[src/rtl/serial_adder_pkg.sv]
// ---------------------------------------------------------------------------
// serial_adder_pkg
// Shared definitions for the bit-serial adder: default operand width and
// the controller state encoding.
// ---------------------------------------------------------------------------
package serial_adder_pkg;

    localparam int unsigned SA_DEFAULT_WIDTH = 8;

    // Controller states, binary encoded.
    typedef enum logic [1:0] {
        ST_IDLE  = 2'd0,
        ST_SHIFT = 2'd1,
        ST_DONE  = 2'd2
    } sa_state_e;

endpackage : serial_adder_pkg

[src/rtl/Full_Adder.sv]
// ---------------------------------------------------------------------------
// Full_Adder
// One-bit full adder cell.
// Ports:
//   A, B   - addend bits
//   Cin    - carry in
//   COUT   - carry out
//   SUM    - sum bit
// ---------------------------------------------------------------------------
module Full_Adder (
    input  logic A,
    input  logic B,
    input  logic Cin,
    output logic COUT,
    output logic SUM
);

    assign SUM  = A ^ B ^ Cin;
    assign COUT = (A & B) | (Cin & (A ^ B));

endmodule : Full_Adder

[src/rtl/serial_adder.sv]
// ---------------------------------------------------------------------------
// serial_adder
// Bit-serial adder: computes A + B + Cin, one bit per clock, LSB first,
// through a single full-adder cell.
// Ports:
//   clk      - clock, rising edge
//   rst_n    - asynchronous active-low reset
//   start_i  - begin an addition (honoured only when idle)
//   a_i/b_i  - operands, captured when start is accepted
//   cin_i    - carry in, captured when start is accepted
//   busy_o   - operation in progress (SHIFT or DONE)
//   done_o   - one-cycle pulse: new result on sum_o/cout_o
//   sum_o    - result, A + B + Cin modulo 2^WIDTH
//   cout_o   - carry out of the MSB
// ---------------------------------------------------------------------------
module serial_adder
    import serial_adder_pkg::*;
#(
    parameter int unsigned WIDTH = SA_DEFAULT_WIDTH
) (
    input  logic             clk,
    input  logic             rst_n,
    input  logic             start_i,
    input  logic [WIDTH-1:0] a_i,
    input  logic [WIDTH-1:0] b_i,
    input  logic             cin_i,
    output logic             busy_o,
    output logic             done_o,
    output logic [WIDTH-1:0] sum_o,
    output logic             cout_o
);

    localparam int unsigned        CNT_W    = $clog2(WIDTH);
    localparam logic [CNT_W-1:0]   CNT_LAST = CNT_W'(WIDTH - 1);

    sa_state_e          state_q, state_d;
    logic [WIDTH-1:0]   a_q, a_d;
    logic [WIDTH-1:0]   b_q, b_d;
    logic               carry_q, carry_d;
    logic [CNT_W-1:0]   cnt_q, cnt_d;
    logic [WIDTH-1:0]   psum_q, psum_d;
    logic [WIDTH-1:0]   sum_q, sum_d;
    logic               cout_q, cout_d;
    logic               busy_q, busy_d;
    logic               done_q, done_d;

    logic               fa_sum;
    logic               fa_cout;
    logic [WIDTH-1:0]   psum_shift;

    // Single bit cell fed from the operand LSBs and the running carry.
    Full_Adder u_fa (
        .A    (a_q[0]),
        .B    (b_q[0]),
        .Cin  (carry_q),
        .COUT (fa_cout),
        .SUM  (fa_sum)
    );

    // New sum bit enters at the MSB so the result is aligned after WIDTH shifts.
    assign psum_shift = {fa_sum, psum_q[WIDTH-1:1]};

    // State register and datapath registers.
    always_ff @(posedge clk or negedge rst_n) begin
        if (!rst_n) begin
            state_q <= ST_IDLE;
            a_q     <= '0;
            b_q     <= '0;
            carry_q <= 1'b0;
            cnt_q   <= '0;
            psum_q  <= '0;
            sum_q   <= '0;
            cout_q  <= 1'b0;
            busy_q  <= 1'b0;
            done_q  <= 1'b0;
        end else begin
            state_q <= state_d;
            a_q     <= a_d;
            b_q     <= b_d;
            carry_q <= carry_d;
            cnt_q   <= cnt_d;
            psum_q  <= psum_d;
            sum_q   <= sum_d;
            cout_q  <= cout_d;
            busy_q  <= busy_d;
            done_q  <= done_d;
        end
    end

    // Next-state and datapath control.
    always_comb begin
        state_d = state_q;
        a_d     = a_q;
        b_d     = b_q;
        carry_d = carry_q;
        cnt_d   = cnt_q;
        psum_d  = psum_q;
        sum_d   = sum_q;
        cout_d  = cout_q;
        done_d  = 1'b0;

        unique case (state_q)
            ST_IDLE: begin
                if (start_i) begin
                    state_d = ST_SHIFT;
                    a_d     = a_i;
                    b_d     = b_i;
                    carry_d = cin_i;
                    cnt_d   = '0;
                    psum_d  = '0;
                end
            end
            ST_SHIFT: begin
                a_d     = a_q >> 1;
                b_d     = b_q >> 1;
                carry_d = fa_cout;
                psum_d  = psum_shift;
                if (cnt_q == CNT_LAST) begin
                    // Counter is held on the last bit so it never wraps.
                    state_d = ST_DONE;
                    sum_d   = psum_shift;
                    cout_d  = fa_cout;
                end else begin
                    cnt_d   = cnt_q + CNT_W'(1);
                end
            end
            ST_DONE: begin
                // Pulse is registered on leaving DONE, one cycle after the result load.
                state_d = ST_IDLE;
                done_d  = 1'b1;
            end
            default: begin
                state_d = ST_IDLE;
            end
        endcase

        busy_d = (state_d != ST_IDLE);
    end

    assign busy_o = busy_q;
    assign done_o = done_q;
    assign sum_o  = sum_q;
    assign cout_o = cout_q;

endmodule : serial_adder

[config.mk]
export PLATFORM = sky130hd
export DESIGN_NAME = serial_adder
export DESIGN_NICKNAME = d
export VERILOG_FILES = /design/src/rtl/serial_adder_pkg.sv /design/src/rtl/Full_Adder.sv /design/src/rtl/serial_adder.sv
export SDC_FILE = /design/constraint.sdc
export NUM_CORES = 1
export LEC_CHECK = 0
export CORE_MARGIN = 3
export CORE_UTILIZATION = 45
export CTS_CLUSTER_DIAMETER = 30
export DETAILED_ROUTE_END_ITERATION = 16
export HOLD_SLACK_MARGIN = 0.12
export PLACE_DENSITY = 0.8
export SLEW_MARGIN = 30
export SYNTH_ARGS = -nofsm -noshare
export SYNTH_HDL_FRONTEND = slang
export SYNTH_SLANG_ARGS = --single-unit
[constraint.sdc]
create_clock -name clk -period 2.3 [get_ports clk]
set_clock_uncertainty 0.2 [all_clocks]
set_input_delay 0.345 -clock clk [delete_from_list [all_inputs] [get_ports clk]]
set_output_delay 0.345 -clock clk [all_outputs]
set_load 0.005 [all_outputs]
Word level (Yosys, flattened, before mapping)
Index checks and enable logic that the tools add are counted.

storage, ports and cells
  register bits = 41
  input port bits = 20
  output and inout port bits = 11

cells by class
  add/subtract/negate cells = 1
  equal/unequal tests = 5
  mux-type cells = 15
  bitwise gates (word level) = 5
  reductions and logical operators = 6

operators by type and width
  cell                   count
  $pmux W8 S2            3
  $mux W8                3
  $mux W3                2
  $pmux W3 S2            1
  $mux W2                2
  $ne A2 B2 Y1 const B   2
  $pmux W2 S2            1
  $reduce_and A2 Y1      2
  $reduce_bool A2 Y1     2
  $add A3 B1 Y3 const B  1
  $eq A3 B3 Y1 const B   1
  $reduce_and A3 Y1      1
  $and A1 B1 Y1          2
  $eq A2 B1 Y1 const B   1
  $eq A2 B2 Y1 const B   1
  $logic_not A2 Y1       1
  $mux W1                2
  $pmux W1 S2            1
  $xor A1 B1 Y1          2
  $or A1 B1 Y1           1

Longest topological paths before layout
  word-level depth = 4
  mapped depth = 5
  depth with buffers taken out = 4

Modules after synthesis
From an unflattened synthesis, not the netlist that was laid out.

unflattened totals
  cells, all modules = 142
  area, all modules = 1780.5 um2

modules (own cells, without submodules)
  module        instances  cells an instance  area an instance (um2)  seq. area each (um2)
  serial_adder  1          141                1760.4                  1001.0
  Full_Adder    1          1                  20.0                    0.0

Least setup slack after synthesis
No wires, ideal clock.

  path type = register to register
  start = reg cnt_q[0]
  end = reg sum_q[0] (netlist: sum_o[0])
  data arrival time = 1370 ps
  data required time = 1975 ps
  path slack = 605 ps
  stages on the path, launching flop included = 6
  path buffers = 1
  cell sequence = dfrtp_1 -> ha_1 -> ha_1 -> nand3b_1 -> buf_4 -> mux2_4

between the ends
  cells in the longest elaborated chain, start to end = 2

ends and longest elaborated chain
  item                                RTL line             source
  start: declaration                  serial_adder.sv:40   logic [CNT_W-1:0] cnt_q, cnt_d;
  start signal: assignment            serial_adder.sv:81   cnt_q <= cnt_d;
  $eq A3 B3 Y1                        serial_adder.sv:118  if (cnt_q == CNT_LAST) begin
  $reduce_and A2 Y1 (no source line)  n/a
  end signal: assignment              serial_adder.sv:83   sum_q <= sum_d;
  end: declaration                    serial_adder.sv:42   logic [WIDTH-1:0] sum_q, sum_d;

Every way passes these cells.
A chain may end at the register's enable or synchronous reset.

Worst setup path after layout
  start = reg cnt_q[0]
  end = reg sum_q[3] (netlist: sum_o[3])

The elaborated chain is that of the path after synthesis.

==> results.yml <==
run_status:
  status: "completed"
logic_synthesis:
  synth.area.top_cells: "dfrtp_1 (56%), a222oi_1 (7.9%), mux2_4 (6.8%), inv_1 (4.4%), a22o_1 (3.4%)"
  synthesis.nets: 166
  synth.distinct_cells: 27
  synth_area_per_cell_um2: 12.44
  yosys_warnings: 0
  synth_ff_type: "dfrtp_1"
  synth_cells: 143
  synth_edf_count: 0
  syn-cell-area_um2: 1779
  synth_seq_area_share_pct: 56.26
  synth_top_area_share_pct: 56.26
  ys_ff_latch: 40
  synth_top_area_cell: "dfrtp_1"
  async_reset_ff_share_pct: 100.0
place:
  placed_area_um2: 2111
  placed_cells: 216
  io_buffers: 30
  hpwlAfterDp_mm: 2.337
  place.gp.congestion: 0.7784
sta:
  fin_tns_setup_ns: 0
  period_minus_slack_ns: 2.020
  max_slew_margin_pct: 58.41
  hold_slack_ns: 0.3105
  drv_slew: 0
  fin_crit_sh_pct: 87.82
  setup_viol: 0
  fmax_ghz: 0.4951
  rsz0062_at_grt: "no"
  worst_pin_slew_ns: 0.6220
  report.final.hold_viol_count: 0
routing:
  dr.pass1.iters: 7
  ant_nets: 0
  avgViaCountPerCell: 5.582
  drt_iter0_markers: 122
  wirelength_mm: 3.433
  wl_per_cell_um: 15.26
  vias: 1256
  drc: 0
clock_tree:
  htree_levels: 2
  cts_root_buf: "clkbuf_8"
  clock_latency_ns: 0.29
  post_cts_buffers: 0
  cts_made_buffers: 5
  cts_tree: "built"
  cts_sinks: 40
  clk_pin_slew_ns: 0.07
  cts_buffer_depth: 2
critical_path:
  cp_top_family: "multiplexers"
  cp_max_fo: 9
  start_kind: "flip-flop"
  cp_slowest_cell: "mux2_4"
  crit_buf_inv: 0
  worstPathRequired_ns: 2.28
  cp_slowest_stage_delay_ns: 0.47
  ff2ff_setup_slack_ns: 0.28
  cp_cell_sequence: "ha_1 > ha_1 > nand3b_1 > mux2_4"
  cp_common_cell: "ha_1"
  endpoint_kind: "flip-flop"
  crit_cells: 4
  critPathArrivalTime_ns: 2.00
  path_class: "reg2reg"
  r2r_cells: 4
global_routing:
  grt_max_degree: 41
  grt_pass1_vias: 1283
  grt_usage_pct: 17.20
  grt_pass1_wl_mm: 5.927
  antenna_found_initial: 0
  grt_overflow: 0
floorplanning:
  initial_core_util_pct: 47.53
  fp.dieH_um: 68.88
  rows: 22
  fp.dieW_um: 68.88
  core_um2: 3744
  ioPinCount: 31
  die_area_um2: 4744
finish:
  antenna_cells: 0
  multiInputGateArea_um2: 638.1
  nets: 199
  fin_cells: 225
  n_fill_cell: 326
  seq_area_um2: 1001
  area_delta_synth_final_pct: 24.82
  post-route-cell-area_um2: 2221
  drive_gt1_share_pct: 14.69
min_path:
  min_path_cells: 2
  min_path_type: "reg2reg"
pwr:
  leakage_nw: 1.062
  powerDensity_nw_per_um2: 1226
  ir_worst_vdd_v: 0.0006142
job:
  cap_violations: 0
[what timing repair did]
item / CTS / global route
setup endpoints to repair: 0 / 0
hold buffers: 1 / 0
hold endpoints to repair: 40 / 0
resized for setup: 0 / 0
[cells in the mapped netlist (3+ instances only)]
| cell | instances |
|---|---|
| a221o_1 | 3 |
| a222oi_1 | 14 |
| a22o_1 | 7 |
| and3_1 | 3 |
| buf_2 | 7 |
| dfrtp_1 | 40 |
| inv_1 | 21 |
| mux2_4 | 8 |
| nor2_1 | 15 |
| nor2b_1 | 3 |
[power breakdown]
group	switching [mW]	internal (mW)	total, mW
clock	0.244	0.243	0.487
combinational	0.479	0.602	1.08
sequential	0.155	1.00	1.16
[sequential cells by signal, indices dropped and copies added (netlist names)]
name,flops
psum_q,7
cnt_q,3
busy_o,1
b_q,8
a_q,8
cout_o,1
state_q,2
done_o,1
carry_q,1
sum_o,8
[stage by stage]
step	utilization (%)	setup WS, ns	power, mW
2_1_floorplan	-	0.6054	1.891
3_5_place_dp	56.38	0.2768	2.256
3_3_place_gp	56.38	0.3442	2.175
4_1_cts	59.26	0.2537	2.745
6_report	59.32	0.2800	2.723
5_1_grt	59.32	0.1406	2.924
[kinds of logic after synthesis]
| kind of cell | after synthesis | share of synthesized area, % |
|---|---|---|
| fa+ha+maj | 3 | 2.531 |
| mux | 9 | 7.314 |
| simple gates | 31 | 9.986 |
| buf+inv | 31 | 7.876 |
| flops | 40 | 56.26 |
| compound gates | 29 | 16.03 |
[final cells by class]
cell class / instances / area share, %
inverter: 21 / 3.549
multi-input combinational: 72 / 28.73
timing repair buffer: 36 / 15.55
clock buffer: 6 / 3.718
clock inverter: 2 / 0.6761
tap: 48 / 2.704
sequential: 40 / 45.07
[metal layers]
layer	share of wire (%)	wire [um]	vias up	GRT usage, %
met2	49	1690	48	28.33
met5	0	0	-	0
met4	1.7	57	0	6.569
met3	5.9	204	8	5.511
li1	-	-	577	-
met1	43	1482	623	20.96
[layout by cell type (no fill, tap or decap), drive strengths merged, types with 3 or more instances in the layout]
cell           instances
and3                   3
clkbuf                 6
a22o                   7
a221o                  3
dfrtp                 40
clkdlybuf4s50         29
mux2                   8
a222oi                14
nor2b                  5
buf                    6
nor2                  15
inv                   21
[worst reg2reg max path, stage by stage, from the launching register on]
cell      delay [ns]
dfrtp_1         0.39
ha_1            0.16
ha_1            0.23
nand3b_1        0.46
mux2_4          0.47
[worst paths after layout]
check	startpoint	end
max	cnt_q[0]	sum_o[3]
max reg2reg	cnt_q[0]	sum_o[3]
min reg2reg	a_q[7]	a_q[7]
min in group asynchronous	rst_n	a_q[0]
min	a_q[7]	a_q[7]
max in group asynchronous	rst_n	cnt_q[0]
Note: power is estimated with default switching activity, not from simulation.
==> patch, RTL diff (same settings) <==
Reset style: synchronous (`rst_n`), changed in one clocked block. Comments in the files are not updated.
--- a/src/rtl/serial_adder.sv
+++ b/src/rtl/serial_adder.sv
@@ -61,7 +61,7 @@
     assign psum_shift = {fa_sum, psum_q[WIDTH-1:1]};
 
     // State register and datapath registers.
-    always_ff @(posedge clk or negedge rst_n) begin
+    always_ff @(posedge clk) begin
         if (!rst_n) begin
             state_q <= ST_IDLE;
             a_q     <= '0;
Function: differs if rst_n is asserted again (counterexample within 4 cycles, from zero or initial values and one cycle with rst_n low); with rst_n held inactive, the same outputs for 10 cycles.
==> patch against the original RTL <==
- critical path depth up 1
- sequential cell count is the same
- design area fell by 4.3%
- synthesized area down 3.6%
- setup slack improved by 0.27 ns
- routed wire length fell by 3.4%
Power is not compared: it rests on default switching activity, and its combinational part moved more than twofold at a synthesized area within 25%.
==> patch: results (changes against the original RTL) <==
Critical path
  • WP data arrival: 1.76 ns (-0.24 ns)
  • Max incr delay on CP: 0.45 ns (-0.02 ns)
  • R2R depth: 5 (+1)
  • CP max-delay cell: and3b_1
  • Critical R2R Capture: sum_o[5]
  • Crit path max fanout: 12 (+3)
  • Slack of the worst reg-to-reg path: 0.55 ns (+0.27 ns)
  • RR Startpoint: cnt_q[0]
  • Crit path max-delay family: simple AND/OR/NAND/NOR gates

Routing
  • Wire length on met3: 211 um (+3.4%)
  • Max layer used: met4
  • Detailed-route wire length per cell: 13.2 um (-14%)
  • Met2 wire length: 1.57 mm (-7.3%)
  • M1 WL: 1.52 mm (+2.3%)
  • Pre-Repair DR Iteration Count: 4 (-3)
  • Initial drt markers: 71 (-42%)
  • Final wirelength: 3.32 mm (-3.4%)
  • Via-per-instance ratio: 5.13 (-8.0%)

Synth
  • Ys Warns: 0 (unchanged)
  • Synthesized area per cell: 9.80 um2 (-21%)
  • Synth Area in Compound Gates: 20.6% (+4.6 points)
  • Post-Syn Nets: 198 (+19%)
  • Post-synth ARST share: 0% (-100 points)
  • Synth cell types: 31 (+15%)
  • Xor-xnor portion of the synthesized cell area: 0% (unchanged)
  • Adder-cell share of the synthesized area: 2.63% (+0.094 points)
  • Register area share after synthesis: 46.7% (-9.6 points)
  • Synth Flop Type: dfxtp_1
  • Post-synth top cells: dfxtp_1, nand2_1, o211a_1
  • Ranking of synthesized cells by area: dfxtp_1, nand2_1, o211a_1
  • Mux share of post-synthesis cell area: 6.42% (-0.89 points)

Min path
  • Hold path startpoint: sum_o[3]
  • Hold path endpoint: sum_o[3]
  • Worst Hold Path Cells: 2 (unchanged)
  • Hold Crit Class: register to register

Global route
  • First-pass GRT wire length: 5.27 mm (-11%)
  • Met3 Usage GRT: 6.82% (+1.3 points)
  • Vias in the first global route: 1,198 (-6.6%)
  • Largest net degree at the start of global routing: 24 (-41%)
  • GR Layer Usage met1: 18.1% (-2.9 points)
  • Met2 usage: 25.6% (-2.7 points)
  • Total track usage: 15.9% (-1.3 points)

Placed design
  • RD Place Congestion: 0.722 (-7.3%)
  • DP HPWL: 2.38 mm (+1.7%)
  • Placed instance count: 244 (+13%)
  • # port buffers: 30 (unchanged)
  • Dpl ws: 0.405 ns (+0.128 ns)
  • Dpl cell area: 0.00202 mm2 (-4.4%)

Timing
  • Relative slew slack: 67.6% (+9.1 points)
  • Worst hold margin: 0.266 ns (-0.0449 ns)
  • Fin crit period: 1.75 ns (-0.270 ns)

Clocking
  • Maximum buffer depth of the clock tree: 2 (unchanged)
  • Post-CTS sizing: 0 (unchanged)
  • Post-CTS Setup Inserts: 0 (unchanged)
  • Worst-path clk slew: 0.07 ns (about the same)

Cells and area
  • Layout Nets: 228 (+15%)
  • Share of cells above drive strength 1: 7.28% (-7.4 points)

Pwr
  • Static Leak: 0.912 nW

Run status
  • Run status: finished, final reports clean
-- patch: cell types whose count changed after synthesis, sizes merged, moves of 12 or more --
cell	unedited run	this run
dfxtp	0	40
nand2	2	34
dfrtp	40	0
inv	21	6
nor2	15	1
a222oi	14	0
o211a	0	12
-- patch: report_power, final --
| group | internal (mW) | switching (mW) | total [mW] |
|---|---|---|---|
| combinational | 0.0902 | 0.0756 | 0.166 |
| clock | 0.322 | 0.235 | 0.557 |
| sequential | 0.724 | 0.0200 | 0.744 |
| total | 1.14 | 0.331 | 1.47 |
-- patch: area by class of cell --
cell class	count	area (um2)
Sequential cell	40	801
Inverter	6	22.5
Tap cell	46	57.6
Clock buffer	6	72.6
Timing Repair Buffer	35	338
Fill cell	284	1370
Multi-Input combinational cell	117	798
Clock inverter	2	35.0
-- patch: worst min-delay path: stages, from the launching register on --
cell,delay [ns]
dfxtp_1,0.31
nand2_1,0.05
a21boi_0,0.06
